===== config.mk =====
export PLATFORM = sky130hd
export DESIGN_NAME = vga_console_ctrl
export DESIGN_NICKNAME = d
export VERILOG_FILES = /design/src/rtl/vga_pkg.sv /design/src/rtl/vga_addr_calc.sv /design/src/rtl/vga_console_ctrl.sv
export SDC_FILE = /design/constraint.sdc
export NUM_CORES = 1
export LEC_CHECK = 0
export CAP_MARGIN = 20
export CORE_ASPECT_RATIO = 0.8
export CORE_MARGIN = 2
export CORE_UTILIZATION = 35
export DETAILED_ROUTE_END_ITERATION = 10
export GPL_ROUTABILITY_DRIVEN = 0
export PLACE_DENSITY = 0.6
export SLEW_MARGIN = 20
export SYNTH_ARGS = -nofsm -noshare
export SYNTH_HDL_FRONTEND = slang
export SYNTH_HIERARCHICAL = 1
export SYNTH_SLANG_ARGS = --single-unit

===== constraint.sdc =====
create_clock -name sys_clk -period 5.55 [get_ports sys_clk]
set_input_delay 0.8325 -clock sys_clk [delete_from_list [all_inputs] [get_ports sys_clk]]
set_output_delay 0.8325 -clock sys_clk [all_outputs]
set_load 0.03 [all_outputs]

===== src/rtl/vga_pkg.sv =====
`default_nettype none
// ============================================================================
//  Module      : vga_pkg
//  Description : Shared constants, control codes and state encoding for the
//                80x60 VGA text-console controller.
//  Contents    : geometry (COLS, ROWS), widths (AW, CW, RW, CLW), fill code
//                BLANK, ASCII control codes, FSM state typedef.
//  Revision    : 1.0  initial release
// ============================================================================
package vga_pkg;

  localparam int COLS = 80;                  // characters per row
  localparam int ROWS = 60;                  // character rows
  localparam int AW   = 13;                  // char-RAM address width
  localparam int CW   = 7;                   // character code width
  localparam int RW   = 6;                   // cursor row width
  localparam int CLW  = 7;                   // cursor column width

  localparam int CELLS        = COLS * ROWS;        // whole screen
  localparam int SCROLL_CELLS = COLS * (ROWS - 1);  // cells moved by a scroll

  localparam logic [CW-1:0] BLANK    = 7'h20;
  localparam logic [CW-1:0] CH_BS    = 7'h08;
  localparam logic [CW-1:0] CH_LF    = 7'h0A;
  localparam logic [CW-1:0] CH_FF    = 7'h0C;
  localparam logic [CW-1:0] CH_CR    = 7'h0D;
  localparam logic [CW-1:0] CH_PR_LO = 7'h20;  // first printable code
  localparam logic [CW-1:0] CH_PR_HI = 7'h7E;  // last printable code

  typedef enum logic [2:0] {
    ST_IDLE     = 3'd0,
    ST_PUT      = 3'd1,
    ST_SC_RD    = 3'd2,
    ST_SC_WR    = 3'd3,
    ST_CLR_LINE = 3'd4,
    ST_CLR_ALL  = 3'd5
  } state_t;

endpackage : vga_pkg
`default_nettype wire


===== src/rtl/vga_addr_calc.sv =====
`default_nettype none
// ============================================================================
//  Module      : vga_addr_calc
//  Description : Converts a (row, col) character position into the linear
//                char-RAM address row*COLS+col.
//  Ports       : row  in  RW   character row
//                col  in  CLW  character column
//                addr out AW   linear char-RAM address
//  Revision    : 1.0  initial release
// ============================================================================
module vga_addr_calc
  import vga_pkg::*;
(
  input  logic [RW-1:0]  row,
  input  logic [CLW-1:0] col,
  output logic [AW-1:0]  addr
);

  logic [AW-1:0] w_row_ext;
  logic [AW-1:0] w_col_ext;

  assign w_row_ext = AW'(row);
  assign w_col_ext = AW'(col);

  generate
    if (COLS == 80) begin : g_shift_add
      // 80 = 64 + 16, so two shifted copies replace the multiplier.
      assign addr = (w_row_ext << 6) + (w_row_ext << 4) + w_col_ext;
    end else begin : g_mult
      assign addr = (w_row_ext * AW'(COLS)) + w_col_ext;
    end
  endgenerate

endmodule : vga_addr_calc
`default_nettype wire


===== src/rtl/vga_console_ctrl.sv =====
`default_nettype none
// ============================================================================
//  Module      : vga_console_ctrl
//  Description : Text-console sequencer for the 80x60 character RAM. Takes
//                ASCII over valid/ready, tracks the cursor, writes the RAM,
//                and handles CR/LF/BS/FF, line wrap, scroll-up and clear.
//  Ports       : sys_clk   in   system clock
//                clr       in   asynchronous active-high reset
//                ch_valid  in   CPU offers a character
//                ch_data   in   character code
//                ch_ready  out  controller accepts the character
//                cls       in   clear-screen request (sampled in IDLE)
//                ram_addr  out  char-RAM address
//                ram_we    out  char-RAM write enable
//                ram_wdata out  char-RAM write data
//                ram_rdata in   char-RAM read data (one cycle after address)
//                cur_row   out  cursor row
//                cur_col   out  cursor column
//                busy      out  high whenever not IDLE
//  Revision    : 1.0  initial release
// ============================================================================
module vga_console_ctrl
  import vga_pkg::*;
(
  input  logic           sys_clk,
  input  logic           clr,
  input  logic           ch_valid,
  input  logic [CW-1:0]  ch_data,
  output logic           ch_ready,
  input  logic           cls,
  output logic [AW-1:0]  ram_addr,
  output logic           ram_we,
  output logic [CW-1:0]  ram_wdata,
  input  logic [CW-1:0]  ram_rdata,
  output logic [RW-1:0]  cur_row,
  output logic [CLW-1:0] cur_col,
  output logic           busy
);

  localparam logic [AW-1:0]  c_last_cell   = AW'(CELLS - 1);
  localparam logic [AW-1:0]  c_last_scroll = AW'(SCROLL_CELLS - 1);
  localparam logic [AW-1:0]  c_cols        = AW'(COLS);
  localparam logic [AW-1:0]  c_last_col_aw = AW'(COLS - 1);
  localparam logic [CLW-1:0] c_last_col    = CLW'(COLS - 1);
  localparam logic [RW-1:0]  c_last_row    = RW'(ROWS - 1);

  state_t         r_state,   w_state_nxt;
  logic [AW-1:0]  r_cnt,     w_cnt_nxt;
  logic [RW-1:0]  r_row,     w_row_nxt;
  logic [CLW-1:0] r_col,     w_col_nxt;
  logic [CW-1:0]  r_wdata,   w_wdata_nxt;
  logic           r_advance, w_advance_nxt;   // PUT moves the cursor (not BS)

  logic [RW-1:0]  w_calc_row;
  logic [CLW-1:0] w_calc_col;
  logic [AW-1:0]  w_cell_addr;
  logic           w_printable;
  logic           w_clear_req;

  // The address calculator serves the cursor position normally and walks
  // the bottom row while that row is being blanked after a scroll.
  assign w_calc_row = (r_state == ST_CLR_LINE) ? c_last_row : r_row;
  assign w_calc_col = (r_state == ST_CLR_LINE) ? r_cnt[CLW-1:0] : r_col;

  vga_addr_calc u_addr_calc (
    .row  (w_calc_row),
    .col  (w_calc_col),
    .addr (w_cell_addr)
  );

  assign w_printable = (ch_data >= CH_PR_LO) && (ch_data <= CH_PR_HI);
  // cls has priority; an FF character is handled exactly like cls.
  assign w_clear_req = cls || (ch_valid && (ch_data == CH_FF));

  assign cur_row = r_row;
  assign cur_col = r_col;

  always_ff @(posedge sys_clk or posedge clr) begin
    if (clr) begin
      r_state   <= ST_CLR_ALL;
      r_cnt     <= '0;
      r_row     <= '0;
      r_col     <= '0;
      r_wdata   <= BLANK;
      r_advance <= 1'b0;
    end else begin
      r_state   <= w_state_nxt;
      r_cnt     <= w_cnt_nxt;
      r_row     <= w_row_nxt;
      r_col     <= w_col_nxt;
      r_wdata   <= w_wdata_nxt;
      r_advance <= w_advance_nxt;
    end
  end

  always_comb begin
    w_state_nxt   = r_state;
    w_cnt_nxt     = r_cnt;
    w_row_nxt     = r_row;
    w_col_nxt     = r_col;
    w_wdata_nxt   = r_wdata;
    w_advance_nxt = r_advance;
    ch_ready      = (r_state == ST_IDLE) && !cls;
    busy          = (r_state != ST_IDLE);
    ram_we        = 1'b0;
    ram_addr      = w_cell_addr;
    ram_wdata     = r_wdata;

    case (r_state)
      ST_IDLE: begin
        if (w_clear_req) begin
          w_state_nxt = ST_CLR_ALL;
          w_cnt_nxt   = '0;
          w_row_nxt   = '0;
          w_col_nxt   = '0;
          w_wdata_nxt = BLANK;
        end else if (ch_valid) begin
          if (w_printable) begin
            w_wdata_nxt   = ch_data;
            w_advance_nxt = 1'b1;
            w_state_nxt   = ST_PUT;
          end else if (ch_data == CH_LF) begin
            w_col_nxt = '0;
            if (r_row != c_last_row) begin
              w_row_nxt = r_row + 1'b1;
            end else begin
              w_state_nxt = ST_SC_RD;
              w_cnt_nxt   = '0;
              w_wdata_nxt = BLANK;
            end
          end else if (ch_data == CH_CR) begin
            w_col_nxt = '0;
          end else if (ch_data == CH_BS) begin
            // Backspace never crosses back into the previous row.
            if (r_col != '0) begin
              w_col_nxt     = r_col - 1'b1;
              w_wdata_nxt   = BLANK;
              w_advance_nxt = 1'b0;
              w_state_nxt   = ST_PUT;
            end
          end
        end
      end

      ST_PUT: begin
        ram_we      = 1'b1;
        w_state_nxt = ST_IDLE;
        if (r_advance) begin
          if (r_col != c_last_col) begin
            w_col_nxt = r_col + 1'b1;
          end else begin
            w_col_nxt = '0;
            if (r_row != c_last_row) begin
              w_row_nxt = r_row + 1'b1;
            end else begin
              w_state_nxt = ST_SC_RD;
              w_cnt_nxt   = '0;
              w_wdata_nxt = BLANK;
            end
          end
        end
      end

      ST_SC_RD: begin
        ram_addr    = r_cnt + c_cols;
        w_state_nxt = ST_SC_WR;
      end

      ST_SC_WR: begin
        // Read data for the cell one row below arrives this cycle.
        ram_we    = 1'b1;
        ram_addr  = r_cnt;
        ram_wdata = ram_rdata;
        if (r_cnt == c_last_scroll) begin
          w_state_nxt = ST_CLR_LINE;
          w_cnt_nxt   = '0;
        end else begin
          w_state_nxt = ST_SC_RD;
          w_cnt_nxt   = r_cnt + 1'b1;
        end
      end

      ST_CLR_LINE: begin
        ram_we = 1'b1;
        if (r_cnt == c_last_col_aw) begin
          w_state_nxt = ST_IDLE;
          w_cnt_nxt   = '0;
        end else begin
          w_cnt_nxt = r_cnt + 1'b1;
        end
      end

      ST_CLR_ALL: begin
        // Suppressed while clr is held so the port shows its reset values.
        ram_we   = !clr;
        ram_addr = r_cnt;
        if (r_cnt == c_last_cell) begin
          w_state_nxt = ST_IDLE;
          w_cnt_nxt   = '0;
        end else begin
          w_cnt_nxt = r_cnt + 1'b1;
        end
      end

      default: begin
        w_state_nxt = ST_IDLE;
      end
    endcase
  end

endmodule : vga_console_ctrl
`default_nettype wire


==> results.json <==
{
  "outcome": "finished, final reports clean",
  "post_cts_buffers": 0,
  "syn_area_per_cell_sq_um": 8.18,
  "track_usage": 0.194,
  "firstDrtPassIters": 6,
  "cts_hold_buf": 0,
  "yosysUniqueCellTypes": 75,
  "max_cap_violations": 0,
  "maxSlewViolCount": 0,
  "grt_pass1_wl_um": 17100,
  "r2r_end": "r_cnt[11]",
  "post-route-min-period_ns": 5.19,
  "hpwl_um": 7850,
  "synth_top_area_share": 0.239,
  "required_ns": 4.72,
  "worstSetupPathType": "reg -> out",
  "worstRegToRegCells": 5,
  "seq_area_sq_um": 930,
  "reg2reg_slack_ns": 2.95,
  "synth.largest_area_cell": "dfrtp_1",
  "final_nets": 511,
  "syn-instance-count": 436,
  "rows": 32,
  "yosys-top-cells-area": "dfrtp_1 24%, ha_1 6.7%, o21ai_0 4.5%",
  "multi_input_area_sq_mm": 0.00242,
  "antenna_found_initial": 0,
  "p_leak_nw": 1.84,
  "first_global_vias": 3365,
  "io_buffers": 53,
  "max_freq_ghz": 0.193,
  "synth-main-ff-cell": "dfrtp_1",
  "startpoint_type": "flop",
  "rsz0062_at_grt": "no",
  "die_h_um": 94.3,
  "avgRoutedWirePerCell_um": 17.2,
  "total_power_mw": 0.641,
  "finalHoldViolations": 0,
  "crit_fanout": 17,
  "layout-drive-gt1-share": 0.101,
  "htree_num_levels": 2,
  "avgViaCountPerCell": 5.88,
  "synth-seq-cells": 37,
  "startpoint": "r_state[2]",
  "cts_max_path_buffers": 2,
  "syn_nets": 475,
  "hold_slack_ns": 0.464,
  "numCtsBuffers": 5,
  "clk_root_buffer_cell": "clkbuf_16",
  "dr.first_iter.drc_count": 278,
  "die_x_um": 117,
  "die_area_sq_mm": 0.0110,
  "setup_viol_count_final": 0,
  "vias": 3583,
  "start_util": 0.365,
  "peakVddDrop_uv": 122,
  "endpoint_kind": "output port",
  "fin_crit_sh": 0.936,
  "final.fill_count": 1004,
  "ant_nets": 0,
  "grt_start_max_net_pins": 39,
  "gr-total-overflow": 0,
  "skew_ns": 0.00695,
  "insertion_delay_ns": 0.28,
  "cts.clk_slew.worst_paths_ns": 0.06,
  "drt_wl_total_um": 10500,
  "place_area_sq_mm": 0.00416,
  "arrival_ns": 4.36,
  "cts_sinks": 37,
  "ios": 54,
  "async_flop_share": 1.00,
  "relSlewSlack": 0.287,
  "core-area_sq_mm": 0.00977,
  "synth_edf_count": 0,
  "hp-class": "reg -> reg",
  "fin_area_sq_mm": 0.00433,
  "diodes": 0,
  "power_density_mw_per_mm2": 148,
  "syn2layout_area_growth_pct": 21.4,
  "r2r-start": "cur_col[4]",
  "worst_pin_slew_ns": 1.07,
  "fin_setup_tns_ns": 0,
  "syn_area_sq_mm": 0.00356,
  "tritoncts": "done",
  "cts-resized-gates": 0,
  "seq_area_frac_synth": 0.261,
  "crit_end": "ram_addr[11]",
  "yosys_warnings": 6,
  "drc_errors": 0
}
==> cell usage after synthesis (3+ instances only) <==
| cell type | instances |
|---|---|
| nor3_1 | 13 |
| nand4_1 | 12 |
| a31oi_1 | 10 |
| nand3b_1 | 5 |
| o22ai_1 | 3 |
| a2bb2oi_1 | 3 |
| nand2_1 | 34 |
| a21o_1 | 8 |
| or3_1 | 4 |
| and3_1 | 10 |
| inv_1 | 23 |
| a21oi_1 | 15 |
| o31ai_1 | 5 |
| a22oi_1 | 6 |
| mux2_2 | 14 |
| o41ai_1 | 3 |
| buf_2 | 4 |
| nor4_1 | 4 |
| or4_1 | 4 |
| o21a_1 | 3 |
| buf_4 | 5 |
| a41oi_1 | 3 |
| o31a_1 | 3 |
| dfrtp_1 | 34 |
| nor2b_1 | 4 |
| ha_1 | 19 |
| a211oi_1 | 5 |
| clkbuf_1 | 16 |
| o211ai_1 | 5 |
| dfstp_2 | 3 |
| nor2_1 | 29 |
| nand3_1 | 17 |
| nand2b_1 | 9 |
| o21ai_0 | 32 |
| a221o_1 | 8 |
| a22o_1 | 6 |
| or2_2 | 8 |
==> how the worst min path moves through the flow <==
stage | from | to | slack (ns) | depth (start not counted)
global route | r_wdata[5] | r_wdata[5] | 0.49 | 2
global placement | r_wdata[5] | r_wdata[5] | 0.45 | 2
CTS | r_wdata[5] | r_wdata[5] | 0.47 | 2
finish | r_wdata[5] | r_wdata[5] | 0.46 | 2
floorplan | r_wdata[5] | r_wdata[5] | 0.44 | 2
detailed placement | r_wdata[5] | r_wdata[5] | 0.46 | 2
==> sequential cells by signal (all words and copies together) (netlist names) <==
name / count
r_cnt: 13
cur_col: 7
r_wdata: 7
cur_row: 6
r_state: 3
r_advance: 1
==> logic make-up (layout without fill, tap and decap cells) <==
family                     after synthesis  count (layout)  synth area share
AOI/OAI and AO/OA                      137             137             0.275
adders and majority gates               21              21            0.0779
and+or+nand+nor                        171             171             0.269
DFF                                     37              37             0.261
muxes                                   15              15            0.0470
buffers and inverters                   51              88            0.0607
xor gates and xnor gates                 4               4           0.00983
==> metrics by stage <==
step | setup slack [ns] | util | cells
final | 0.357 | 0.443 | 609
after global routing | 0.201 | 0.443 | 609
after CTS | 0.359 | 0.443 | 609
after detailed placement | 0.668 | 0.426 | 601
after global placement | 0.773 | 0.426 | 601
after floorplan | 1.05 | - | 436
==> critical path, cell delays in order (launching register included) <==
cell	delay (ns)
dfstp_2	0.67
nand2b_1	0.11
nor2_1	0.09
buf_4	0.20
mux2_2	0.37
fa_1	0.52
inv_1	0.08
fa_1	0.49
nor2b_4	0.13
o31a_1	0.18
nor4b_2	0.06
a211o_2	0.27
a221o_1	0.30
clkdlybuf4s50_1	0.60
==> metal layers <==
layer / up-vias / GRT usage / share of wire
li1: 1733 / - / -
met3: 6 / 0.0284 / 0.054
met1: 1719 / 0.295 / 0.50
met2: 125 / 0.291 / 0.44
met5: - / 0 / 0
met4: 0 / 0.0333 / 0.0079
==> where the power goes <==
group	leakage [nW]	internal (mW)	switching, mW
registers	0.481	0.270	0.000000000104
logic	1.28	0.0168	0.0217
clock network	0.0810	0.213	0.120
==> cell type report <==
| class | count | share of cell area |
|---|---|---|
| timing repair buffer | 56 | 0.128 |
| clock inverter | 2 | 0.00896 |
| clock buffer | 6 | 0.0298 |
| multi-input combinational | 348 | 0.559 |
| sequential | 37 | 0.215 |
| inverter | 24 | 0.0208 |
| tap | 136 | 0.0393 |
==> cells in the final DEF (no fill, tap or decap), drive strengths merged, types with 4 or more instances in the layout <==
cell,Yosys,final
a31oi,10,10
dfrtp,34,34
nor2,29,29
clkbuf,17,6
and3,10,10
a21oi,15,15
nor2b,5,5
a211oi,6,6
inv,23,23
o31ai,5,5
or2,8,8
nor4,5,5
a21o,8,8
nand3b,5,5
a221o,8,8
o211ai,6,6
nor3,14,14
or4,5,5
ha,19,19
nand2b,9,9
o21ai,32,32
nand3,18,18
nand4,12,12
a22o,6,6
or3,4,4
a22oi,6,6
clkdlybuf4s50,0,53
nand2,35,35
mux2,14,14
Note: power is estimated with default switching activity, not from simulation.
